[src/rtl/tick_seq_pkg.sv]
// -----------------------------------------------------------------------------
// tick_seq_pkg
// Shared definitions for the tick sequencer slice:
//   - default parameter values (FIFO depth, step width, count width)
//   - sequencer state enum (IDLE, ISSUE)
//   - request struct {step, count} at the default widths
// No ports; imported by tick_seq_fifo and tick_sequencer.
// -----------------------------------------------------------------------------
package tick_seq_pkg;

    localparam int unsigned DEF_FIFO_DEPTH  = 4;
    localparam int unsigned DEF_STEP_WIDTH  = 8;
    localparam int unsigned DEF_COUNT_WIDTH = 4;

    typedef enum logic {
        IDLE  = 1'b0,
        ISSUE = 1'b1
    } state_t;

    typedef struct packed {
        logic [DEF_STEP_WIDTH-1:0]  step;
        logic [DEF_COUNT_WIDTH-1:0] count;
    } req_t;

endpackage

[src/rtl/tick_seq_fifo.sv]
// -----------------------------------------------------------------------------
// tick_seq_fifo
// Synchronous request FIFO with asynchronous active-high reset.
// Storage type is a type parameter so the top can pass a request struct sized
// to its own STEP_WIDTH/COUNT_WIDTH.
// Parameters:
//   DEPTH  entries, power of two, >= 2
//   T      entry type (defaults to tick_seq_pkg::req_t)
// Ports:
//   clock      in   clock, all state on posedge
//   reset      in   asynchronous, active-high; empties the FIFO
//   push       in   write push_data (ignored while full, even if popping)
//   push_data  in   entry to write
//   pop        in   drop the head entry (ignored while empty)
//   head       out  current head entry (valid when !empty)
//   full       out  DEPTH entries stored
//   empty      out  no entries stored
// -----------------------------------------------------------------------------
module tick_seq_fifo
    import tick_seq_pkg::*;
#(
    parameter int unsigned DEPTH = DEF_FIFO_DEPTH,
    parameter type         T     = req_t
) (
    input  logic clock,
    input  logic reset,
    input  logic push,
    input  T     push_data,
    input  logic pop,
    output T     head,
    output logic full,
    output logic empty
);

    localparam int unsigned AW = $clog2(DEPTH);

    T             mem [DEPTH];
    logic [AW:0]  wr_ptr;
    logic [AW:0]  rd_ptr;
    logic         do_push;
    logic         do_pop;

    // Pointers carry one extra wrap bit: equal low bits with differing wrap
    // bits means full, fully equal pointers mean empty.
    assign empty = (wr_ptr == rd_ptr);
    assign full  = (wr_ptr[AW] != rd_ptr[AW]) && (wr_ptr[AW-1:0] == rd_ptr[AW-1:0]);

    assign do_push = push && !full;
    assign do_pop  = pop && !empty;

    assign head = mem[rd_ptr[AW-1:0]];

    always_ff @(posedge clock or posedge reset) begin
        if (reset) begin
            wr_ptr <= '0;
            rd_ptr <= '0;
        end else begin
            if (do_push) begin
                wr_ptr <= wr_ptr + 1'b1;
            end
            if (do_pop) begin
                rd_ptr <= rd_ptr + 1'b1;
            end
        end
    end

    // Storage needs no reset: entries are only read between push and pop.
    always_ff @(posedge clock) begin
        if (do_push) begin
            mem[wr_ptr[AW-1:0]] <= push_data;
        end
    end

endmodule

[src/rtl/tick_sequencer.sv]
// -----------------------------------------------------------------------------
// tick_sequencer
// Buffers (step, count) requests and replays each one as `count` single-cycle
// tick strobes carrying `step`, feeding an 8-bit step accumulator. Requests
// with count 0 retire without ticks. A downstream stall holds the current
// tick; no tick is ever dropped.
// Optional feature macro: TICK_SEQUENCER_STATS_EN adds issued_total, a 16-bit
// wrapping count of cycles with tick_valid high.
// Parameters:
//   FIFO_DEPTH   request buffer entries (power of two, >= 2)
//   STEP_WIDTH   width of step value
//   COUNT_WIDTH  width of per-request tick count
// Ports:
//   clock         in   clock, all state on posedge
//   reset         in   asynchronous, active-high; clears all state at once
//   req_valid     in   request offered
//   req_ready     out  request accepted when req_valid && req_ready
//   req_step      in   value added per tick
//   req_count     in   number of ticks (0 legal)
//   tick_stall    in   downstream hold; no tick while high
//   tick_valid    out  tick strobe
//   tick_step     out  step of the current request
//   busy          out  FIFO non-empty or FSM not IDLE
//   done          out  one-cycle pulse the cycle after a request retires
//   issued_total  out  (macro only) ticks issued since reset, wraps
// -----------------------------------------------------------------------------
module tick_sequencer
    import tick_seq_pkg::*;
#(
    parameter int unsigned FIFO_DEPTH  = DEF_FIFO_DEPTH,
    parameter int unsigned STEP_WIDTH  = DEF_STEP_WIDTH,
    parameter int unsigned COUNT_WIDTH = DEF_COUNT_WIDTH
) (
    input  logic                   clock,
    input  logic                   reset,
    input  logic                   req_valid,
    output logic                   req_ready,
    input  logic [STEP_WIDTH-1:0]  req_step,
    input  logic [COUNT_WIDTH-1:0] req_count,
    input  logic                   tick_stall,
    output logic                   tick_valid,
    output logic [STEP_WIDTH-1:0]  tick_step,
    output logic                   busy,
    output logic                   done
`ifdef TICK_SEQUENCER_STATS_EN
    ,
    output logic [15:0]            issued_total
`endif
);

    typedef struct packed {
        logic [STEP_WIDTH-1:0]  step;
        logic [COUNT_WIDTH-1:0] count;
    } entry_t;

    entry_t                 req_in;
    entry_t                 fifo_head;
    logic                   fifo_full;
    logic                   fifo_empty;
    logic                   fifo_push;
    logic                   fifo_pop;

    state_t                 state_q;
    state_t                 state_d;
    logic [STEP_WIDTH-1:0]  cur_step_q;
    logic [COUNT_WIDTH-1:0] cur_left_q;
    logic                   done_q;
    logic                   done_d;
    logic                   load;

    assign req_in    = {req_step, req_count};
    // Held low while reset is asserted, then follows FIFO occupancy.
    assign req_ready = !reset && !fifo_full;
    assign fifo_push = req_valid && req_ready;

    tick_seq_fifo #(
        .DEPTH (FIFO_DEPTH),
        .T     (entry_t)
    ) u_fifo (
        .clock     (clock),
        .reset     (reset),
        .push      (fifo_push),
        .push_data (req_in),
        .pop       (fifo_pop),
        .head      (fifo_head),
        .full      (fifo_full),
        .empty     (fifo_empty)
    );

    // Next-state / strobe logic. A pop in IDLE loads the head into cur_*;
    // a zero-count request retires immediately and stays in IDLE.
    always_comb begin
        state_d    = state_q;
        fifo_pop   = 1'b0;
        load       = 1'b0;
        tick_valid = 1'b0;
        done_d     = 1'b0;
        unique case (state_q)
            IDLE: begin
                if (!fifo_empty) begin
                    fifo_pop = 1'b1;
                    load     = 1'b1;
                    if (fifo_head.count != '0) begin
                        state_d = ISSUE;
                    end else begin
                        done_d = 1'b1;
                    end
                end
            end
            ISSUE: begin
                tick_valid = !tick_stall;
                if (!tick_stall && (cur_left_q == COUNT_WIDTH'(1))) begin
                    state_d = IDLE;
                    done_d  = 1'b1;
                end
            end
            default: begin
                state_d = IDLE;
            end
        endcase
    end

    always_ff @(posedge clock or posedge reset) begin
        if (reset) begin
            state_q    <= IDLE;
            cur_step_q <= '0;
            cur_left_q <= '0;
            done_q     <= 1'b0;
        end else begin
            state_q <= state_d;
            done_q  <= done_d;
            if (load) begin
                cur_step_q <= fifo_head.step;
                cur_left_q <= fifo_head.count;
            end else if (tick_valid) begin
                cur_left_q <= cur_left_q - COUNT_WIDTH'(1);
            end
        end
    end

    assign tick_step = cur_step_q;
    assign done      = done_q;
    assign busy      = !fifo_empty || (state_q != IDLE);

`ifdef TICK_SEQUENCER_STATS_EN
    always_ff @(posedge clock or posedge reset) begin
        if (reset) begin
            issued_total <= '0;
        end else if (tick_valid) begin
            issued_total <= issued_total + 16'd1;
        end
    end
`endif

endmodule

[config.mk]
export PLATFORM = sky130hd
export DESIGN_NAME = tick_sequencer
export DESIGN_NICKNAME = d
export VERILOG_FILES = /design/src/rtl/tick_seq_pkg.sv /design/src/rtl/tick_seq_fifo.sv /design/src/rtl/tick_sequencer.sv
export SDC_FILE = /design/constraint.sdc
export NUM_CORES = 1
export LEC_CHECK = 0
export ABC_AREA = 1
export CORE_MARGIN = 2
export CORE_UTILIZATION = 30
export DETAILED_ROUTE_END_ITERATION = 10
export GPL_TIMING_DRIVEN = 0
export HOLD_SLACK_MARGIN = 0.1
export PLACE_DENSITY = 0.49
export SLEW_MARGIN = 5
export SYNTH_ARGS = -nofsm -noshare
export SYNTH_HDL_FRONTEND = slang
export SYNTH_SLANG_ARGS = --single-unit
[constraint.sdc]
create_clock -name clock -period 2.7 [get_ports clock]
set_clock_uncertainty 0.2 [all_clocks]
set_input_delay 0.54 -clock clock [delete_from_list [all_inputs] [get_ports clock]]
set_output_delay 0.54 -clock clock [all_outputs]
set_load 0.05 [all_outputs]
==> results of run 1 <==
[worst max-delay path by stage]
stage	startpoint	end	slack, ps	cells past startpoint
after detailed placement	reset	u_fifo.mem[3][10]$_DFFE_PP_	-1190	4
after global placement	reset	u_fifo.mem[3][10]$_DFFE_PP_	-1180	4
after global routing	u_fifo.rd_ptr[2]$_DFFE_PP0P_	req_ready	20	7
after CTS	reset	req_ready	110	5
after floorplan	reset	u_fifo.mem[0][0]$_DFFE_PP_	160	3
final	u_fifo.rd_ptr[2]$_DFFE_PP0P_	req_ready	140	7
[where the power goes]
group / switching (W) / internal [W] / total, W
clock network: 0.000393 / 0.000526 / 0.000919
registers: 0.000125 / 0.00134 / 0.00147
logic: 0.00108 / 0.000542 / 0.00162
[metal layers]
metal  up-vias  wire length (um)  global-route usage (%)
li1        970                 -                       -
met1       891              2850                    16.7
met2        31              2870                    20.4
met3         6               201                    2.62
met4         0                78                    5.47
met5         -                 0                       0
[layout by cell type (no fill, tap or decap)]
master,netlist,layout
nand2_1,69,69
a21oi_1,1,1
ha_1,7,7
clkbuf_2,1,1
buf_6,4,4
nand3b_4,1,1
inv_4,1,1
inv_6,1,3
dlygate4sd2_1,0,3
nor2_4,1,1
nand3_2,1,1
clkinv_2,0,1
nand3_1,13,13
buf_2,4,4
nand2_4,2,2
dfrtp_1,20,20
bufinv_16,0,2
clkinv_4,0,1
o22ai_1,8,8
nand3_4,1,1
clkinvlp_4,0,2
clkinvlp_2,0,1
buf_4,0,2
edfxtp_1,48,48
nor2_2,0,4
nor2_1,25,21
inv_2,3,3
clkdlybuf4s50_1,0,24
nand4_1,8,8
inv_1,14,13
nand2_2,3,3
o21ai_0,22,22
xor2_1,3,3
xor2_2,1,1
clkbuf_8,0,9
[critical path, delay by kind of cell (launching register included)]
family        cells  cell delay, ps
buf+inv           3             650
simple gates      4             430
flops             1             400
[sequential cells by signal (all words and copies together) (netlist names)]
signal / cells
done: 1
u_fifo.wr_ptr: 3
cur_left_q: 4
tick_step: 8
u_fifo.rd_ptr: 3
u_fifo.mem: 48
state_q: 1
[cell type report]
class	instances	area share, %
multi-input cells	166	24.0
well taps	133	4.57
inverters	19	2.27
repair buffers	29	7.73
clock buffers	9	3.40
flip-flops and latches	68	53.3
repair inverters	1	0.137
clock inverters	7	2.71
plain buffers	9	1.92
[repair_timing]
item                                    4_1_cts  5_1_grt
gates resized for setup                       8        0
hold buffers                                  0        0
setup buffers                                 2        0
endpoints found under the setup margin       51        0
[cells by family after synthesis]
logic type	count (synthesis)
simple gates	124
flops	68
compound gates	31
buf+inv	28
fa+ha+maj	7
xor+xnor	4
[metrics by stage]
| stage | setup WS (ps) | hold WS [ps] | area [um2] | std cells |
|---|---|---|---|---|
| after global routing | 15.5 | 310 | 3640 | 441 |
| after CTS | 114 | 286 | 3640 | 441 |
| final | 144 | 282 | 3640 | 441 |
| after global placement | -1180 | 266 | 3390 | 422 |
| after detailed placement | -1190 | 265 | 3390 | 422 |
| after floorplan | 156 | 279 | 2950 | 262 |
==> results.sh, run 1 <==
export IMPL_ys_warn_count=0
export IMPL_area_growth_pct=23.3
export IMPL_yosys_mux_area_fraction_pct=0
export IMPL_root_buffer="clkbuf_8"
export IMPL_route_detailed_drc=0
export IMPL_dp_hpwl_um=3970
export IMPL_timing_rr_end="u_fifo.mem[3][11]$_DFFE_PP_"
export IMPL_die_h_um=103
export IMPL_tightest_slew_ps=813
export IMPL_clkSinkCount=68
export IMPL_grt_usage_pct=12.7
export IMPL_cp_common_cell="nand2_1"
export IMPL_cts_tree="done"
export IMPL_layout_nets=326
export IMPL_ctsHtreeMaxLevel=3
export IMPL_rrSetupSlack_ps=240
export IMPL_ys_async_sr_fraction_pct=29.4
export IMPL_routed_wirelength_um=5990
export IMPL_yosys_area_top_type="edfxtp_1"
export IMPL_synthTopCellsByArea="edfxtp_1 (49%), dfrtp_1 (17%), nand2_1 (8.8%), o21ai_0 (3.7%), nor2_1 (3.2%)"
export IMPL_hold_viol_final=0
export IMPL_numPortBuffers=27
export IMPL_hold_path_class="register to register"
export IMPL_grt_pass1_wl_um=9890
export IMPL_vias=1898
export IMPL_multiInputGateArea_um2=873
export IMPL_gp_congestion=0.744
export IMPL_overflow=0
export IMPL_antenna_found_initial=0
export IMPL_drt_iter0_drc=67
export IMPL_worst_setup_path_type="register to output port"
export IMPL_maxSlewViolCount=0
export IMPL_crit_chain="inv_1 > nand2_1 > nand2_1 > nand3b_4 > nand2_1 > inv_1 > dlygate4sd2_1"
export IMPL_synth_compound_area_share_pct=5.59
export IMPL_avgRoutedWirePerCell_um=13.6
export IMPL_yosysMostFrequentCell="nand2_1"
export IMPL_cp_max_fo=5
export IMPL_clock_latency_ps=340
export IMPL_netlist_area_um2=2950
export IMPL_grt_setup_unrepaired="no"
export IMPL_fmax_mhz=391
export IMPL_pin_count=28
export IMPL_cts_max_path_buffers=2
export IMPL_synth_seq_cells=68
export IMPL_die_width_um=103
export IMPL_dieArea_um2=10700
export IMPL_finish_utilization_pct=37.6
export IMPL_regArea_um2=1940
export IMPL_synth_cells=262
export IMPL_period_needed_ps=2560
export IMPL_whs_endpoint="tick_step[1]$_DFFE_PP0P_"
export IMPL_dominantRegCellSynth="edfxtp_1"
export IMPL_status="completed"
export IMPL_crit_arrival_ps=1820
export IMPL_antenna_cells=0
export IMPL_min_delay_path_depth=2
export IMPL_finalPower_w=0.00401
export IMPL_vdd_ir_drop_worst_v=0.000325
export IMPL_rr_worst_depth=6
export IMPL_synth_top_cell_area_share_pct=48.8
export IMPL_num_rows=36
export IMPL_synth_fa_ha_area_share_pct=2.96
export IMPL_setup_viol=0
export IMPL_grt_pass1_vias=1945
export IMPL_synth_edff_count=48
export IMPL_first_pass_iters=4
export IMPL_fin_crit_sh_pct=94.7
export IMPL_crit_path_end_kind="output port"
export IMPL_worst_r2r_startpoint="u_fifo.rd_ptr[2]$_DFFE_PP0P_"
export IMPL_final_layout_size_suffix_gt1_share_pct=15.6
export IMPL_p_leak_nw=1.45
export IMPL_yosysSeqAreaShare_pct=65.7
export IMPL_synth_fp_nets=285
export IMPL_synthSimpleGateAreaFrac_pct=19.2
export IMPL_cts_buffers=9
export IMPL_slew_headroom_pct=45.8
export IMPL_synth_common_cells="nand2_1 (69), edfxtp_1 (48), nor2_1 (25), o21ai_0 (22), dfrtp_1 (20)"
export IMPL_tns_ps=0
export IMPL_slowest_delay_ps=510
export IMPL_ant_nets=0
export IMPL_crit_path_top_delay_cell="dlygate4sd2_1"
export IMPL_p_per_area_nw_per_um2=1100
export IMPL_synth_top_family_by_area="simple AND/OR/NAND/NOR gates"
export IMPL_syn_avg_cell_area_um2=11.3
export IMPL_min_from="tick_step[1]$_DFFE_PP0P_"
export IMPL_coreArea_um2=9680
export IMPL_cp_start_kind="register"
export IMPL_via_per_inst=4.30
export IMPL_initial_utilization_pct=30.5
export IMPL_worst_setup_hold_path_clk_slew_ps=80
export IMPL_fill_cells=971
export IMPL_synth_xor_area_share_pct=1.44
export IMPL_worst_ep_required_time_ps=1960
export IMPL_ys_types=25
export IMPL_grt_max_degree=14
export IMPL_cap_violations=0
Note: power is estimated with default switching activity, not from simulation.
==> run 2: changes to the inputs <==
CELL_PAD_IN_SITES_DETAIL_PLACEMENT = 0   (was not set)
CELL_PAD_IN_SITES_GLOBAL_PLACEMENT = 1   (was not set)
PLACE_DENSITY = 0.58   (was 0.49)
==> run 2 against run 1 <==
  * Clock power decreased by 19%
  * Worst hold slack improved by 1.2 ps
  * Core utilization fell by 0.50 points
  * First-iteration DRC count is 42% higher
  * Count of clock-buffer cells in the layout did not move
  * Wire length up 1.8%
  * Worst setup slack got worse by 95 ps
  * Critical endpoint is now u_fifo.mem[0][8]$_DFFE_PP_
  * Largest cell class unchanged
==> results.sh, run 2 (synthesis results as in run 1) <==
export IMPL_status="completed"
export IMPL_gr_usage_met3_pct=3.09
export IMPL_grt_usage_pct=12.8
export IMPL_rrSetupSlack_ps=230
export IMPL_ctsHtreeMaxLevel=3
export IMPL_setup_viol=0
export IMPL_grt_use_met2_pct=19.7
export IMPL_timing_rr_end="u_fifo.mem[0][8]$_DFFE_PP_"
export IMPL_grt_max_degree=14
export IMPL_clkSinkCount=68
export IMPL_final_layout_size_suffix_gt1_share_pct=15.3
export IMPL_die_h_um=103
export IMPL_p_leak_nw=1.42
export IMPL_worst_r2r_startpoint="u_fifo.rd_ptr[2]$_DFFE_PP0P_"
export IMPL_pin_count=28
export IMPL_min_from="tick_step[7]$_DFFE_PP0P_"
export IMPL_root_buffer="clkbuf_8"
export IMPL_route_detailed_drc=0
export IMPL_antenna_found_initial=0
export IMPL_worst_setup_hold_path_clk_slew_ps=80
export IMPL_tightest_slew_ps=765
export IMPL_period_needed_ps=2650
export IMPL_drt_iter0_drc=95
export IMPL_vias=1897
export IMPL_grt_setup_unrepaired="yes"
export IMPL_numPortBuffers=27
export IMPL_num_rows=36
export IMPL_clock_latency_ps=340
export IMPL_first_pass_iters=4
export IMPL_largest_reg_flops=48
export IMPL_dieArea_um2=10700
export IMPL_final_cell_mix="nand2_1 (69), edfxtp_1 (48), clkdlybuf4s50_1 (24)"
export IMPL_grt_pass1_vias=1865
export IMPL_routed_wirelength_um=6100
export IMPL_coreArea_um2=9680
export IMPL_grt_busiest_layer="met2"
export IMPL_ant_nets=0
export IMPL_gp_congestion=0.708
export IMPL_fill_cells=957
export IMPL_maxSlewViolCount=0
export IMPL_finalPower_w=0.00384
export IMPL_cts_tree="done"
export IMPL_antenna_cells=0
export IMPL_cp_max_fo=12
export IMPL_hold_viol_final=0
export IMPL_crit_path_end_kind="register"
export IMPL_initial_utilization_pct=30.5
export IMPL_area_growth_pct=21.7
export IMPL_ctsHoldBuffers=0
export IMPL_slew_headroom_pct=48.9
export IMPL_crit_arrival_ps=2420
export IMPL_min_delay_path_depth=2
export IMPL_cap_violations=0
export IMPL_overflow=0
export IMPL_layout_nets=325
export IMPL_worst_setup_path_type="primary input to register"
export IMPL_via_per_inst=4.31
export IMPL_die_width_um=103
export IMPL_avgRoutedWirePerCell_um=13.9
export IMPL_final_common_cell="nand2_1"
export IMPL_fin_crit_sh_pct=98.2
export IMPL_hold_path_class="register to register"
export IMPL_holdWs_ps=283
export IMPL_grt_util_met1_pct=17.4
export IMPL_rr_worst_depth=6
export IMPL_cts_max_path_buffers=2
export IMPL_dp_hpwl_um=3980
export IMPL_cts_buffers=9
export IMPL_grt_pass1_wl_um=9700
export IMPL_fmax_mhz=377
export IMPL_whs_endpoint="tick_step[7]$_DFFE_PP0P_"
export IMPL_worst_ep_required_time_ps=2470
export IMPL_p_per_area_nw_per_um2=1070
export IMPL_cp_start_kind="primary input"
export IMPL_vdd_ir_drop_worst_v=0.000256
[run 2: cell count changes in the layout (fill, tap and decap cells not counted)]
cell             change
bufinv_16            -2
nor2_2               -1
dlygate4sd2_1        -1
clkinvlp_4           +1
clkinv_2             +1
nor2_4               +1
clkdlybuf4s15_1      +1
buf_4                -1
[run 2: per-layer routing]
metal,part of all wire [%],vias up
met5,0,-
met4,1.9,0
met3,3.4,10
met2,44,35
met1,50,883
li1,-,969
[run 2: worst max-delay path, cell delays in order]
cell	delay [ps]
clkdlybuf4s50_1	500
clkinvlp_4	130
buf_4	200
nand3_1	330
nor2_2	710
[run 2: cell type report]
type	instances	area, um2	area share, %
inverter	19	82.6	2.30
timing repair inverter	1	5.00	0.139
clock buffer	9	124	3.45
sequential	68	1940	54.0
clock inverter	7	51.3	1.43
tap	133	166	4.63
multi-input combinational	166	878	24.4
buffer	9	70.1	1.95
timing repair buffer	28	275	7.66
[run 2: what timing repair did]
item / in CTS / in global routing
gates cloned: 1 / 0
setup buffers: 1 / 0
gates resized for setup: 8 / 1
endpoints found under the setup margin: 51 / 37
[run 2: worst max path at each step]
stage	endpoint	slack, ps	cells past startpoint	start
2_1_floorplan	u_fifo.mem[0][0]$_DFFE_PP_	160	3	reset
3_3_place_gp	u_fifo.mem[3][11]$_DFFE_PP_	-1240	4	reset
3_5_place_dp	u_fifo.mem[0][11]$_DFFE_PP_	-1160	4	reset
4_1_cts	u_fifo.mem[0][8]$_DFFE_PP_	-20	5	reset
5_1_grt	u_fifo.mem[2][8]$_DFFE_PP_	-100	5	reset
6_report	u_fifo.mem[0][8]$_DFFE_PP_	50	5	reset
[run 2: per-stage QoR]
stage	instance area (um2)	std cells	util, %	setup TNS, ps	worst slack, ps
global route	3590	440	37.1	-2680	-98.4
CTS	3590	440	37.1	-127	-16.6
floorplan	2950	262	-	0	156
global placement	3390	422	35.0	-56320	-1240
finish	3590	440	37.1	0	48.8
detailed placement	3390	422	35.0	-51320	-1160
[run 2: power by group]
part	switching [W]	total, W	internal, W
Sequential	0.000123	0.00147	0.00134
Combinational	0.00109	0.00163	0.000543
Clock	0.000403	0.000740	0.000337
